**src/rtl/systolic_row_feeder_if.sv**
```systemverilog
// Operand-beat stream into the systolic row feeder.
// Each beat carries one A value plus M B values, packed column 0 in the low bits.
interface systolic_row_feeder_if #(
    parameter int N = 32,
    parameter int M = 5
);
    logic           in_valid;
    logic           in_ready;
    logic           in_last;
    logic [N-1:0]   in_a;
    logic [M*N-1:0] in_b;

    modport master (output in_valid, in_last, in_a, in_b, input in_ready);
    modport slave  (input in_valid, in_last, in_a, in_b, output in_ready);
endinterface

```
**src/rtl/systolic_row_feeder.sv**
```systemverilog
// Upstream driver for one systolic PE row: skews B per column to match A's ripple,
// and sequences clear / MAC / staggered unload for every PE in the row.
module systolic_row_feeder #(
    parameter int N  = 32,
    parameter int M  = 5,
    parameter int CW = 8
) (
    input  logic                 clk,
    input  logic                 rst,
    systolic_row_feeder_if.slave up,
    output logic [N-1:0]         a_out,
    output logic [M*N-1:0]       b_out,
    output logic [M-1:0]         clr,
    output logic [M-1:0]         read,
    output logic [M-1:0]         write,
    output logic [M-1:0]         res_valid,
    output logic                 busy,
    output logic [CW-1:0]        beat_count
);

    typedef enum logic [1:0] {
        IDLE   = 2'd0,
        STREAM = 2'd1,
        DRAIN  = 2'd2
    } state_t;

    state_t              state;
    state_t              state_nx;
    logic                accept;
    logic                rdy_q;
    logic                drn_start_p1;
    logic signed [N-1:0] a_p0;
    logic [M*N-1:0]      b_p0;
    logic [M-1:0]        clr_nx;

    assign up.in_ready = rdy_q;
    assign accept      = up.in_valid & rdy_q;
    assign read        = '0;

    // Stage p0: pick what enters the pipe front and the next control state.
    always_comb begin
        state_nx = state;
        clr_nx   = clr;
        a_p0     = '0;
        b_p0     = '0;
        case (state)
            IDLE: begin
                clr_nx = '1;
                if (accept) begin
                    a_p0     = up.in_a;
                    b_p0     = up.in_b;
                    clr_nx   = '0;
                    state_nx = up.in_last ? DRAIN : STREAM;
                end
            end
            STREAM: begin
                clr_nx = '0;
                if (accept) begin
                    a_p0 = up.in_a;
                    b_p0 = up.in_b;
                    if (up.in_last) begin
                        state_nx = DRAIN;
                    end
                end
            end
            DRAIN: begin
                // A column stays cleared once its unload pulse has passed, so
                // trailing bubbles cannot disturb the result sitting on Bout.
                clr_nx = clr | write;
                if (res_valid[M-1]) begin
                    state_nx = IDLE;
                    clr_nx   = '1;
                end
            end
            default: begin
                state_nx = IDLE;
                clr_nx   = '1;
            end
        endcase
    end

    // Stage p1: registered control and the unskewed A output.
    always_ff @(posedge clk or posedge rst) begin
        if (rst) begin
            state        <= IDLE;
            clr          <= '1;
            write        <= '0;
            res_valid    <= '0;
            busy         <= 1'b0;
            rdy_q        <= 1'b1;
            drn_start_p1 <= 1'b0;
            beat_count   <= '0;
            a_out        <= '0;
        end else begin
            state        <= state_nx;
            clr          <= clr_nx;
            write        <= (write << 1) | M'(drn_start_p1);
            res_valid    <= write;
            busy         <= (state_nx != IDLE);
            rdy_q        <= (state_nx != DRAIN);
            drn_start_p1 <= (state != DRAIN) && (state_nx == DRAIN);
            a_out        <= a_p0;
            if (accept) begin
                if (state == IDLE) begin
                    beat_count <= CW'(1);
                end else if (!(&beat_count)) begin
                    beat_count <= beat_count + CW'(1);
                end
            end
        end
    end

    // Stage p1..pM: column j gets j extra register stages to match A's ripple.
    for (genvar j = 0; j < M; j++) begin : g_col
        logic signed [N-1:0] skew_p [0:j];

        always_ff @(posedge clk or posedge rst) begin
            if (rst) begin
                for (int k = 0; k <= j; k++) begin
                    skew_p[k] <= '0;
                end
            end else begin
                skew_p[0] <= b_p0[j*N +: N];
                for (int k = 1; k <= j; k++) begin
                    skew_p[k] <= skew_p[k-1];
                end
            end
        end

        assign b_out[j*N +: N] = skew_p[j];
    end

    assert property (@(posedge clk) disable iff (rst) ((write & clr) == '0));

endmodule
```
**src/flat_wrapper.sv**
```systemverilog
// flat-port wrapper written by rule: the top's interface ports become plain ports
module systolic_row_feeder_flat 
#(
    parameter int N  = 32,
    parameter int M  = 5,
    parameter int CW = 8
)
  (clk, rst, a_out, b_out, clr, read, write, res_valid, busy, beat_count, up_in_valid, up_in_last, up_in_a, up_in_b, up_in_ready);
  systolic_row_feeder_if #(.N(N), .M(M)) up_i ();
  input  logic clk;
  input  logic rst;
  output logic [N-1:0] a_out;
  output logic [M*N-1:0] b_out;
  output logic [M-1:0] clr;
  output logic [M-1:0] read;
  output logic [M-1:0] write;
  output logic [M-1:0] res_valid;
  output logic busy;
  output logic [CW-1:0] beat_count;
  input wire logic [$bits(up_i.in_valid)-1:0] up_in_valid;
  input wire logic [$bits(up_i.in_last)-1:0] up_in_last;
  input wire logic [$bits(up_i.in_a)-1:0] up_in_a;
  input wire logic [$bits(up_i.in_b)-1:0] up_in_b;
  output wire logic [$bits(up_i.in_ready)-1:0] up_in_ready;
  assign up_i.in_valid = up_in_valid;
  assign up_i.in_last = up_in_last;
  assign up_i.in_a = up_in_a;
  assign up_i.in_b = up_in_b;
  assign up_in_ready = up_i.in_ready;
  systolic_row_feeder #(.N(N), .M(M), .CW(CW)) u_core (.clk(clk), .rst(rst), .up(up_i), .a_out(a_out), .b_out(b_out), .clr(clr), .read(read), .write(write), .res_valid(res_valid), .busy(busy), .beat_count(beat_count));
endmodule
```
**config.mk**
```make
export PLATFORM = sky130hd
export DESIGN_NAME = systolic_row_feeder_flat
export DESIGN_NICKNAME = d
export VERILOG_FILES = /design/src/rtl/systolic_row_feeder_if.sv /design/src/rtl/systolic_row_feeder.sv /design/src/flat_wrapper.sv
export SDC_FILE = /design/constraint.sdc
export NUM_CORES = 1
export LEC_CHECK = 0
export ABC_AREA = 1
export BUFFER_PORTS_ARGS = -buffer_cell sky130_fd_sc_hd__buf_4
export CORE_MARGIN = 1.5
export CORE_UTILIZATION = 56
export CTS_BUF_LIST = sky130_fd_sc_hd__clkbuf_4 sky130_fd_sc_hd__clkbuf_8 sky130_fd_sc_hd__clkbuf_16
export DETAILED_ROUTE_END_ITERATION = 6
export PLACE_DENSITY = 0.94
export SLEW_MARGIN = 10
export SYNTH_ARGS = -nofsm -noshare
export SYNTH_HDL_FRONTEND = slang
export SYNTH_SLANG_ARGS = --single-unit
export TNS_END_PERCENT = 100
```
**constraint.sdc**
```tcl
create_clock -name clk -period 25.5 [get_ports clk]
set_input_delay 0 -clock clk [delete_from_list [all_inputs] [get_ports clk]]
set_output_delay 0 -clock clk [all_outputs]
set_load 0.02 [all_outputs]
```
=== Word-level counts from Yosys, hierarchy flattened ===
Cells that the tools add are included.

* Register bits: 540
* Output and inout port bits: 222
* Logic and storage cells: 55
* Input bits: 196

* Muxes and demuxes: 15
* Bitwise gates (word level): 3
* Add/sub/neg operators: 1
* Equal/unequal tests: 6
* Reductions and logical operators: 6

{| class="wikitable"
|+ Operators by type and width
! cell !! count
|-
| 2-to-1 mux 160 bit || 2
|-
| 2-to-1 mux 32 bit || 2
|-
| 2-to-1 mux 8 bit || 2
|-
| case mux 5 bit (3 select lines) || 1
|-
| 2-to-1 mux 2 bit || 5
|-
| 2-to-1 mux 5 bit || 2
|-
| adder 8 x 1 -> 8 bit (second input constant) || 1
|-
| AND reduction 8 bit || 1
|-
| case mux 2 bit (3 select lines) || 1
|-
| bitwise OR 5 x 1 -> 5 bit || 1
|-
| bitwise OR 5 bit || 1
|-
| == test 2 bit (second input constant) || 2
|-
| inequality test 2 bit (second input constant) || 2
|-
| == test 2 x 1 -> 1 bit (second input constant) || 1
|-
| zero test 2 bit || 1
|-
| inequality test 2 x 1 -> 1 bit (second input constant) || 1
|-
| AND reduction 2 bit || 1
|-
| nonzero test 2 bit || 1
|-
| OR reduction 2 bit || 1
|-
| AND 1 bit || 1
|-
| logical AND 1 bit || 1
|}

=== Depth between registers and ports, before layout ===
Gate-level depths: netlist (run 1).

* Depth in word-level cells: 5
* Mapped depth: 8
* Gate-level depth less buffers: 7

=== Least setup slack after synthesis (run 1) ===
Ideal clock, no wire load.

* Path kind: flip-flop to flip-flop
* Start: reg u_core.beat_count[1]
* End: reg u_core.beat_count[4]
* Buffers on the path: 1
* Stages on the path, launching flop included: 8
* Arrival time: 1,299 ps
* Period minus slack after synthesis: 1,425 ps
* Required time: 25,374 ps
* Setup slack: 24,075 ps
* Setup time: 126 ps
* Cells stage by stage: dfrtp_1 > ha_1 > nand2_2 > nor2_4 > nand3_2 > nand2_4 > buf_12 > o21ai_0

* Word-level cells in the longest chain between the ends: 3
* Elaborated cells between the ends (all ways): 6
* Classes of those cells: add/sub: 1; eq/ne: 1; mux: 2; reduce/logical: 2

{| class="wikitable"
|+ Ends and longest elaborated chain
! element !! line !! RTL
|-
| start, declared || systolic_row_feeder.sv:18 || <nowiki>output logic [CW-1:0] beat_count</nowiki>
|-
| start signal, assigned || systolic_row_feeder.sv:107 || <nowiki>beat_count <= beat_count + CW'(1);</nowiki>
|-
| adder 8 x 1 -> 8 bit or AND reduction 8 bit (tied branches) || systolic_row_feeder.sv:107, systolic_row_feeder.sv:106 ||
|-
| 2-to-1 mux 8 bit or inequality test 2 x 1 -> 1 bit (tied branches) || n/a ||
|-
| 2-to-1 mux 8 bit or AND reduction 2 bit (tied branches) || n/a ||
|}

Several ways; a longest one is shown, not always the timed one. The select of a mux whose other input is x is not followed.
A chain may end at the register's enable or synchronous reset.

==> results by group, run 1 <==
Logic synthesis
  – Sequential area share after synthesis: 0.815
  – Synth Warn #: 0
  – Synthesized instance count: around 1200
  – Synth Flop Type: dfrtp_1
  – Synth Area per Inst: between 10 and 15 um2
  – Yosys reg bits: 536
  – Post-Syn Area: between 0.015 and 0.02 mm2
  – Main area contributors after synthesis: dfrtp_1 (81%), buf_4 (6.3%), nor2_1 (4.7%), inv_1 (4.6%), dfstp_2 (0.96%)
  – Netlist cell types: 25
  – Most frequent cell after synthesis: dfrtp_1
  – Yosys top cell area share: 0.806
  – Number of synthesized flops with an enable pin: 0
  – Largest area contributor in the netlist: dfrtp_1
  – Async S/R FF share, synth: 1.00
  – Synth top cells by count: dfrtp_1 (530), nor2_1 (207), inv_1 (203), buf_4 (139), nand2_1 (19)

Clock network
  – Clk root buf: clkbuf_16
  – Clk buf depth: 3
  – CTS clk-pin slew, worst paths: 0.06 ns
  – # H-tree levels: 2
  – TritonCTS clock tree: yes
  – CTS sink count: roughly 540
  – CTS resizes: 0
  – Cts bufs inserted: between 50 and 60
  – Postcts setup bufs: 0
  – Clock Latency Late Sink: 0.56 ns

Floorplan
  – # IOs: between 400 and 500
  – Die Span Y: roughly 170 um
  – Die area: ~0.030 mm2
  – Die X: between 150 and 200 um
  – Starting Density: 0.570
  – Num rows: 62
  – CORE AREA: 0.0289 mm2

Global route
  – First-pass GRT wire length: about 67 mm
  – Largest net degree at the start of global routing: 178
  – Grt ovf: 0
  – Antenna violations before repair: 2
  – GRT Total Usage: 0.295
  – Vias in the first global route: approximately 12000

Timing
  – Worst Tran Pin Value: 1.22 ns
  – Final cycle utilization of the critical path: 0.140
  – Max Freq: 280 MHz
  – Max Clock Skew: 0.0194 ns
  – Final Hold Vio Count: 0
  – RSZ-0062 raised after global routing: false
  – Tmin final: approximately 3.6 ns
  – Slew HR: 0.188
  – Final Max Tran Viols: 0
  – Setup TNS: 0 ns
  – Final number of setup-violating endpoints: 0

Pwr
  – Power Dens Cells: about 100 mW/mm2
  – Pleak: 12.6 nW
  – Switching power: between 0.6 and 0.7 mW
  – Power, Total: about 2.3 mW
  – Sequential Power Share: 0.479
  – Internal Power: between 1.5 and 2 mW
  – Logic gate share of total power: 0.171
  – Worst VDD drop: between 0.07 and 0.08 mV
  – Sw Share: 0.282
  – Clock power share: 0.350

Placed design
  – # port buffers: ~410
  – Detail Placement HPWL: 22.3 mm
  – Gpl congestion: about 0.81
  – Area after DPL: between 0.015 and 0.02 mm2

Worst setup path
  – Crit Path Category: in -> async
  – Critical path launch point: rst
  – Startpoint Class: primary input
  – Cell repeated most along the worst path: buf_4
  – Slowest-stage cell, CP: buf_4
  – CP max FO: between 150 and 200
  – Worst path arrival time: 4.08 ns
  – CP Buf/Inv Count: 6
  – Critical path, cell by cell: dlygate4sd3_1, buf_4, inv_8, buf_12, buf_4, buf_4
  – Critical Path RT: ~26 ns
  – Slowest stage delay, CP: between 0.9 and 1 ns
  – R2r startpoint: u_core.up.in_ready$_DFF_PP1_
  – Critical path's top delay family: buffers and inverters
  – Worst Setup End Kind: async pin

Detailed routing
  – 1st-pass router iterations: 5
  – Total Wirelength: 43.7 mm
  – DR WL/cell: ~21 um
  – Routed Antenna Nets: 0
  – DRC: 0
  – Drt initial violations: a little under 800
  – DR vias/cell: 4.72
  – Vias after detailed routing: roughly 10000

Outcome
  – Status: finished clean

Final layout
  – Final Instance Area: roughly 0.023 mm2
  – Share of layout cells above drive strength 1: 0.309
  – Synth-to-layout area growth: 37.9%
  – Final core occ: 0.786
  – Final Net Count: 1866

Run
  – Max-cap violations: 0

Min path
  – Worst hold path type: in -> async
final cells by class:
| cell class | instances | area (um2) |
|---|---|---|
| Antenna cell | 3 | 7.51 |
| Clock buffer | 67 | 1480 |
| Tap cell | 384 | 480 |
| Timing Repair Buffer | 612 | 5090 |
| Sequential cell | 536 | 13400 |
| Clock inverter | 27 | 349 |
| Inverter | 203 | 769 |
| Multi-Input combinational cell | 265 | 1100 |
| Fill cell | 1384 | 6160 |
timing repair:
action,in CTS,in global routing
endpoints found under the hold margin,298,0
hold buffers,195,0
endpoints found under the setup margin,0,0
routing by layer:
metal / vias up / GRT usage / part of all wire
met1: 5043 / 0.317 / 0.34
met5: - / 0 / 0
met2: 496 / 0.553 / 0.55
li1: 4226 / - / -
met3: 134 / 0.0608 / 0.061
met4: 0 / 0.135 / 0.045
worst min-delay path: stages:
cell,delay [ns]
dlygate4sd3_1,0.55
buf_4,0.16
inv_8,0.47
flip-flops by register name, indices dropped and copies added (netlist names):
signal	flops
u_core.res_valid	2
u_core.beat_count	8
u_core.clr	5
u_core.up.in_ready	1
u_core.a_out	32
u_core.busy	1
u_core.write	4
u_core.state	2
u_core.g_col.skew_p	352
u_core.b_out	128
u_core.drn_start_p1	1
cell families (layout without fill, tap and decap cells):
kind of cell    count (synthesis)  after routing  synth area share
other cells                     1              8          0.000228
buf+inv                       362            909             0.120
compound gates                 18             18           0.00669
fa+ha+maj                       1              1          0.000760
simple gates                  241            241            0.0575
flops                         536            536             0.815
placed cells by master, fill, tap and decap left out, types with 2 or more instances in the layout:
master	instances
a21oi_1	6
buf_4	416
bufinv_16	7
clkbuf_16	51
clkbuf_4	3
clkbuf_8	13
clkinv_2	13
clkinv_4	3
clkinv_8	2
clkinvlp_4	2
conb_1	5
dfrtp_1	530
dfstp_2	6
diode_2	3
dlygate4sd3_1	195
inv_1	202
nand2_1	18
nand2_2	2
nand2_4	2
nand3_1	7
nor2_1	207
o21ai_0	5
o21ai_2	4
o21bai_1	2
through the flow:
stage               instances  setup WS [ns]  hold slack [ns]
floorplan                1163          10.53            0.106
CTS                      2094          21.85            0.157
global route             2096          21.29            0.199
global placement         1805          22.01            0.155
finish                   2097          21.93            0.135
detailed placement       1805          21.84            0.175
worst paths after layout:
kind	to	slack, ns	cells past startpoint
worst max-delay path	u_core.b_out[86]$_DFF_PP0_	21.93	6
worst min-delay path	u_core.a_out[26]$_DFF_PP0_	0.14	3
worst max register to register	u_core.a_out[16]$_DFF_PP0_	22.69	5
worst min register to register	u_core.b_out[122]$_DFF_PP0_	0.33	0
max in group clk	u_core.a_out[16]$_DFF_PP0_	22.69	5
min in group clk	u_core.g_col[1].skew_p[45]$_DFF_PP0_	0.22	4
power by group through the flow:
stage	clock, mW	sequential [mW]	combinational (mW)
final	0.811	1.11	0.395
after global placement	0	1.09	0.342
after global routing	0.860	1.12	0.415
after detailed placement	0	1.11	0.356
after CTS	0.809	1.10	0.386
after floorplan	0	1.12	0.209
Note: power is estimated with default switching activity, not from simulation.
==> run 2, diff against run 1 <==
--- a/config.mk
+++ b/config.mk
@@ -8,10 +8,10 @@
 export ABC_AREA = 1
 export BUFFER_PORTS_ARGS = -buffer_cell sky130_fd_sc_hd__buf_4
 export CORE_MARGIN = 1.5
-export CORE_UTILIZATION = 56
+export CORE_UTILIZATION = 52
 export CTS_BUF_LIST = sky130_fd_sc_hd__clkbuf_4 sky130_fd_sc_hd__clkbuf_8 sky130_fd_sc_hd__clkbuf_16
 export DETAILED_ROUTE_END_ITERATION = 6
-export PLACE_DENSITY = 0.94
+export PLACE_DENSITY = 0.88
 export SLEW_MARGIN = 10
 export SYNTH_ARGS = -nofsm -noshare
 export SYNTH_HDL_FRONTEND = slang
==> constraint.sdc (replaced) <==
create_clock -name clk -period 3.4 [get_ports clk]
set_input_delay 0 -clock clk [delete_from_list [all_inputs] [get_ports clk]]
set_output_delay 0 -clock clk [all_outputs]
set_load 0.02 [all_outputs]
==> results by group, run 2 (synthesis results as in run 1) <==
Clock network
  – Hold Buf Count CTS: 195 (unchanged)
  – CTS clk-pin slew, worst paths: 0.07 ns (about the same)
  – Clk root buf: clkbuf_16
  – Postcts setup bufs: 0 (unchanged)
  – # H-tree levels: 2 (unchanged)
  – CTS resizes: 0 (unchanged)
  – Clk buf depth: 3 (unchanged)
  – Clock Latency Late Sink: 0.55 ns (about the same)
  – TritonCTS clock tree: yes
  – CTS sink count: 536 (unchanged)
  – Cts bufs inserted: 51 (unchanged)

Floorplan
  – Starting Density: 0.533 (-0.0379)
  – Die area: 0.0327 mm2 (+7.6%)
  – Num rows: 64 (+3.2%)
  – Die Span Y: 181 um (+3.7%)
  – CORE AREA: 0.0309 mm2 (+7.1%)
  – Die X: 181 um (+3.7%)
  – # IOs: 418 (unchanged)

Timing
  – Worst hold margin: 0.230 ns (+0.0952 ns)
  – Max Clock Skew: 0.0224 ns (+0.00296 ns)
  – Final number of setup-violating endpoints: 0 (unchanged)
  – Max Freq: 447 MHz
  – Final Max Tran Viols: 0 (unchanged)
  – Slew HR: 0.347 (+0.160)
  – Worst Tran Pin Value: 0.977 ns (-0.242 ns)
  – Final Hold Vio Count: 0 (unchanged)
  – Tmin final: 2.24 ns
  – RSZ-0062 raised after global routing: false
  – Setup WS post-layout: 1.16 ns (-20.77 ns)
  – Final cycle utilization of the critical path: 0.658

Worst setup path
  – Critical path's top delay family: simple AND/OR/NAND/NOR gates
  – Critical Path RT: 3.84 ns (-22.17 ns)
  – Critical path, cell by cell: nand2_1, inv_1, nand2_4, buf_12, nor2_1
  – Worst path arrival time: 2.68 ns (-1.40 ns)
  – CP Buf/Inv Count: 2 (-4)
  – Slowest stage delay, CP: 0.54 ns (-0.43 ns)
  – Slowest-stage cell, CP: dfstp_2
  – Crit Path Category: reg -> reg
  – CP max FO: 110 (-38%)
  – Startpoint Class: flop
  – Worst Setup End Kind: flop

Global route
  – Grt ovf: 0 (unchanged)
  – GRT Total Usage: 0.248 (-0.0467)
  – First-pass GRT wire length: 61.4 mm (-7.8%)
  – Largest net degree at the start of global routing: 111 (-38%)
  – Antenna violations before repair: 3 (+1)
  – Vias in the first global route: 10900 (-5.2%)

Final layout
  – Commonest non-fill, non-tap cell in the layout: dfrtp_1
  – Share of layout cells above drive strength 1: 0.312 (+0.00241)
  – Synth-to-layout area growth: 37.9% (about the same)
  – Final Net Count: 1874 (+0.43%)
  – Final core occ: 0.735 (-0.0517)
  – Max FFs per register: 352 (unchanged)
  – Finished Layout Cells: 2116 (+0.91%)
  – Most frequent cells in the layout: dfrtp_1 (530), buf_4 (419), nor2_1 (207), inv_1 (202), dlygate4sd3_1 (195)
  – Biggest register: u_core.g_col.skew_p

Placed design
  – Gpl congestion: 0.838 (+3.9%)
  – Pre-CTS WS: 1.40 ns (-20.44 ns)
  – Placed cell count: 1825 (+1.1%)
  – Detail Placement HPWL: 21.2 mm (-4.8%)
  – # port buffers: 412 (unchanged)

Detailed routing
  – Routed Antenna Nets: 0 (unchanged)
  – DR WL/cell: 18.7 um (-10%)
  – 1st-pass router iterations: 4 (-1)
  – DRC: 0 (unchanged)
  – Vias after detailed routing: 9633 (-2.7%)
  – Total Wirelength: 39.6 mm (-9.5%)
  – DR vias/cell: 4.55 (-3.6%)
  – Drt initial violations: 526 (-34%)

Pwr
  – Worst VDD drop: 0.517 mV (+600%)
  – Pleak: 12.6 nW (about the same)
  – Power Dens Cells: 741 mW/mm2 (+630%)
  – Power, Total: 16.8 mW (+630%)

Run
  – Max-cap violations: 0 (unchanged)

Outcome
  – Status: finished clean

Min path
  – Worst hold path type: in -> reg
-- run 2: cell count changes in the layout (fill, tap and decap cells not counted), sizes merged --
cell,before,now
buf,417,425
bufinv,7,3
clkbuf,67,74
clkinv,18,11
clkinvlp,2,3
diode,3,4
inv,203,204
-- run 2: path summary, 6_finish.rpt --
check / start / to / slack, ns / depth (start not counted)
setup / recovery: u_core.up.in_ready$_DFF_PP1_ / u_core.g_col[3].skew_p[121]$_DFF_PP0_ / 1.16 / 5
min in group asynchronous: rst / u_core.g_col[4].skew_p[137]$_DFF_PP0_ / 0.28 / 3
hold reg to reg: u_core.g_col[2].skew_p[71]$_DFF_PP0_ / u_core.g_col[2].skew_p[39]$_DFF_PP0_ / 0.34 / 0
setup reg to reg: u_core.up.in_ready$_DFF_PP1_ / u_core.g_col[3].skew_p[121]$_DFF_PP0_ / 1.16 / 5
hold / removal: up_in_b[27] / u_core.g_col[0].skew_p[27]$_DFF_PP0_ / 0.23 / 4
max in group asynchronous: rst / u_core.g_col[3].skew_p[115]$_DFF_PP0_ / 2.14 / 4
-- run 2: where the power goes --
| group | switching, mW | leakage, nW | internal (mW) |
|---|---|---|---|
| clock network | 2.33 | 0.860 | 3.34 |
| logic | 1.79 | 4.60 | 1.16 |
| registers | 0.512 | 7.16 | 7.70 |
| total | 4.63 | 12.6 | 12.2 |
-- run 2: area by class of cell --
class,count,area [um2]
antenna,4,10.0
clock buffer,74,1520
clock inverter,18,181
fill,1699,8200
inverter,203,766
multi-input combinational,265,1100
sequential,536,13400
tap,396,495
timing repair buffer,620,5220
-- run 2: worst reg2reg max path, stage by stage (launching register included) --
cell and delay, ns:
dfstp_2 0.54, nand2_1 0.08, inv_1 0.19, nand2_4 0.44, buf_12 0.43, nor2_1 0.47
-- run 2: stage by stage --
step / setup TNS, ns / cell area (um2)
after global placement: 0 / 19000
after CTS: 0 / 22700
final: 0 / 22700
after global routing: 0 / 22700
after detailed placement: 0 / 19000
after floorplan: -2069.12 / 16500
-- run 2: per-layer routing --
layer	GRT usage	up-vias	routed length [um]
met4	0.123	0	2060
met1	0.273	4817	13900
met3	0.0691	138	2830
li1	-	4235	-
met2	0.444	443	20800
met5	0	-	0
==> run 3, diff against run 2 <==
--- a/config.mk
+++ b/config.mk
@@ -5,13 +5,13 @@
 export SDC_FILE = /design/constraint.sdc
 export NUM_CORES = 1
 export LEC_CHECK = 0
-export ABC_AREA = 1
+export ABC_AREA = 0
 export BUFFER_PORTS_ARGS = -buffer_cell sky130_fd_sc_hd__buf_4
 export CORE_MARGIN = 1.5
-export CORE_UTILIZATION = 52
+export CORE_UTILIZATION = 47
 export CTS_BUF_LIST = sky130_fd_sc_hd__clkbuf_4 sky130_fd_sc_hd__clkbuf_8 sky130_fd_sc_hd__clkbuf_16
 export DETAILED_ROUTE_END_ITERATION = 6
-export PLACE_DENSITY = 0.88
+export PLACE_DENSITY = 0.85
 export SLEW_MARGIN = 10
 export SYNTH_ARGS = -nofsm -noshare
 export SYNTH_HDL_FRONTEND = slang
==> constraint.sdc (replaced) <==
create_clock -name clk -period 1.8 [get_ports clk]
set_input_delay 0 -clock clk [delete_from_list [all_inputs] [get_ports clk]]
set_output_delay 0 -clock clk [all_outputs]
set_load 0.02 [all_outputs]
==> results by group, run 3 <==
Worst setup path
  – Critical path depth: 4 (-1)
  – R2r endpoint: u_core.beat_count[5]$_DFFE_PP0P_
  – R2r startpoint: u_core.beat_count[0]$_DFFE_PP0P_
  – R2R Setup Slk: 0.1 ns (-1.07 ns)
  – Critical path's top delay family: compound AO/OA/AOI/OAI gates
  – Crit Path Category: reg -> reg
  – CP Buf/Inv Count: 0 (-2)
  – Slowest stage delay, CP: 0.44 ns (-0.10 ns)
  – Worst setup path endpoint: u_core.beat_count[5]$_DFFE_PP0P_
  – Critical path launch point: u_core.beat_count[0]$_DFFE_PP0P_
  – Worst path arrival time: 2.16 ns (-0.52 ns)
  – Critical Path RT: 2.26 ns (-1.58 ns)
  – FF-to-FF path depth: 4 (-1)
  – Slowest-stage cell, CP: dfrtp_1
  – Startpoint Class: flop
  – Critical path, cell by cell: ha_1, o211a_1, a2111oi_4, mux2_1
  – Worst Setup End Kind: flop
  – CP max FO: 5 (-95%)

Clock network
  – CTS clk-pin slew, worst paths: 0.07 ns (about the same)
  – Postcts setup bufs: 0 (unchanged)
  – Clk root buf: clkbuf_16
  – CTS sink count: 536 (unchanged)
  – Clock Latency Late Sink: 0.60 ns (+0.05 ns)
  – Hold Buf Count CTS: 196 (+0.51%)
  – Cts bufs inserted: 52 (+2.0%)
  – CTS resizes: 0 (unchanged)
  – TritonCTS clock tree: yes
  – # H-tree levels: 2 (unchanged)
  – Clk buf depth: 3 (unchanged)

Placed design
  – # port buffers: 412 (unchanged)
  – Gpl congestion: 0.848 (+1.3%)
  – Area after DPL: 0.0190 mm2 (-0.26%)
  – Detail Placement HPWL: 22.2 mm (+4.7%)

Global route
  – GRT Total Usage: 0.227 (-0.0213)
  – Most used routing layer: met2
  – GR Util met1: 0.246 (-0.0268)
  – Global Route met2 Usage: 0.425 (-0.0182)
  – Largest net degree at the start of global routing: 142 (+28%)
  – Met3 usage: 0.0611 (-0.00805)
  – Antenna violations before repair: 2 (-1)
  – Grt ovf: 0 (unchanged)
  – Vias in the first global route: 10500 (-3.9%)
  – First-pass GRT wire length: 60.5 mm (-1.5%)

Final layout
  – Final core occ: 0.675 (-0.0593)
  – Share of layout cells above drive strength 1: 0.361 (+0.0494)
  – Biggest register: u_core.g_col.skew_p
  – Final Net Count: 1676 (-11%)
  – Synth-to-layout area growth: 40.6%
  – Commonest non-fill, non-tap cell in the layout: dfrtp_1
  – Fillers: 2069 (+22%)
  – Final Instance Area: 0.0228 mm2 (+0.23%)
  – Max FFs per register: 352 (unchanged)
  – Most frequent cells in the layout: dfrtp_1 (530), buf_4 (429), dlygate4sd3_1 (196), and2_1 (194), clkbuf_16 (53)

Floorplan
  – Num rows: 67 (+4.7%)
  – CORE AREA: 0.0337 mm2 (+9.0%)
  – Die Span Y: 189 um (+4.2%)
  – Starting Density: 0.480 (-0.0522)
  – Die X: 189 um (+4.2%)
  – # IOs: 418 (unchanged)
  – Die area: 0.0356 mm2 (+8.6%)

Logic synthesis
  – Main area contributors after synthesis: dfrtp_1 (82%), and2_1 (7.5%), buf_4 (6.4%), dfstp_2 (0.97%), clkbuf_2 (0.34%)
  – Netlist cell types: 38 (+52%)
  – Async S/R FF share, synth: 1.00 (unchanged)
  – Yosys reg bits: 536 (unchanged)
  – Sequential area share after synthesis: 0.829 (+0.0138)
  – Most frequent cell after synthesis: dfrtp_1
  – Yosys top cell area share: 0.819 (+0.0136)
  – Synth top cells by count: dfrtp_1 (530), and2_1 (194), buf_4 (138), clkbuf_2 (11)
  – Synthesized instance count: 950 (-18%)
  – Synth Warn #: 0 (unchanged)
  – Post-Syn Area: 0.0162 mm2 (-1.7%)
  – Largest area contributor in the netlist: dfrtp_1
  – Synth Flop Type: dfrtp_1
  – Synth Area per Inst: 17.0 um2 (+20%)
  – Number of synthesized flops with an enable pin: 0 (unchanged)

Timing
  – Max Freq: 588 MHz (+31%)
  – Worst Tran Pin Value: 0.615 ns (-0.362 ns)
  – Final Max Tran Viols: 0 (unchanged)
  – Final cycle utilization of the critical path: 0.945 (+0.287)
  – Final Hold Vio Count: 0 (unchanged)
  – RSZ-0062 raised after global routing: false
  – Tmin final: 1.70 ns (-0.535 ns)
  – Max Clock Skew: 0.0197 ns (-0.00271 ns)
  – Final number of setup-violating endpoints: 0 (unchanged)
  – Slew HR: 0.588 (+0.241)

Detailed routing
  – DR vias/cell: 4.51 (-0.96%)
  – Routed Antenna Nets: 0 (unchanged)
  – Total Wirelength: 39.7 mm (+0.30%)
  – Vias after detailed routing: 8882 (-7.8%)
  – DRC: 0 (unchanged)
  – Drt initial violations: 438 (-17%)
  – DR WL/cell: 20.1 um (+7.7%)
  – 1st-pass router iterations: 4 (unchanged)

Pwr
  – Pleak: 11.8 nW (-6.3%)
  – Worst VDD drop: 0.958 mV (+85%)
  – Power Dens Cells: 1420 mW/mm2 (+92%)
  – Power, Total: 32.4 mW (+93%)

Run
  – Max-cap violations: 0 (unchanged)

Outcome
  – Status: finished clean

Min path
  – Worst hold path type: in -> reg
[run 3: worst min path at each step]
stage | end | slack, ns | cells after the start | from
detailed placement | u_core.g_col[3].skew_p[58]$_DFF_PP0_ | -0.02 | 2 | rst
CTS | u_core.up.in_ready$_DFF_PP1_ | 0.11 | 3 | up_in_last
finish | u_core.g_col[1].skew_p[39]$_DFF_PP0_ | 0.16 | 3 | up_in_b[39]
global route | u_core.g_col[1].skew_p[39]$_DFF_PP0_ | 0.14 | 3 | up_in_b[39]
global placement | u_core.g_col[3].skew_p[61]$_DFF_PP0_ | -0.03 | 2 | rst
floorplan | u_core.up.in_ready$_DFF_PP1_ | 0.05 | 1 | up_in_last
[run 3: power breakdown]
part | leakage, nW | internal, mW | switching [mW] | total, mW
clock network | 0.910 | 6.62 | 4.61 | 11.2
logic | 3.76 | 2.44 | 3.18 | 5.62
registers | 7.16 | 14.5 | 1.03 | 15.6
[run 3: stage by stage]
step                setup TNS (ns)  cells  hold slack, ns  setup WS [ns]
floorplan                 -2926.72    954          0.0522          -5.48
global placement                 0   1677         -0.0279          0.196
detailed placement               0   1677         -0.0220          0.140
CTS                              0   1968           0.114          0.118
global route                     0   1970           0.142         0.0237
finish                           0   1970           0.162         0.0989
[run 3: tightest hold or removal path, cell delays in order]
cell	delay (ns)
dlygate4sd3_1	0.52
buf_4	0.09
and2_1	0.10
[run 3: area by class of cell]
type / instances / area, um2 / share of cell area
multi-input combinational: 255 / 1620 / 0.0714
antenna: 2 / 5.00 / 0.000220
timing repair buffer: 633 / 5340 / 0.235
clock buffer: 76 / 1560 / 0.0683
sequential: 536 / 13400 / 0.590
tap: 448 / 561 / 0.0246
clock inverter: 19 / 246 / 0.0108
inverter: 1 / 7.51 / 0.000330
[run 3: per-layer routing]
metal  vias to the layer above  wire length [um]
met5                         -                 0
met4                         0              1160
met3                        80              2500
met2                       360             22100
met1                      4578             13900
li1                       3864                 -
[run 3: logic make-up (layout without fill, tap and decap cells)]
| kind of cell | after synthesis | after routing | share of synthesized area |
|---|---|---|---|
| DFF | 536 | 536 | 0.829 |
| adders and majority gates | 1 | 1 | 0.000773 |
| muxes | 3 | 3 | 0.00201 |
| AOI/OAI and AO/OA | 24 | 24 | 0.0113 |
| buffers and inverters | 163 | 729 | 0.0716 |
| other | 1 | 7 | 0.000232 |
| and+or+nand+nor | 222 | 222 | 0.0851 |
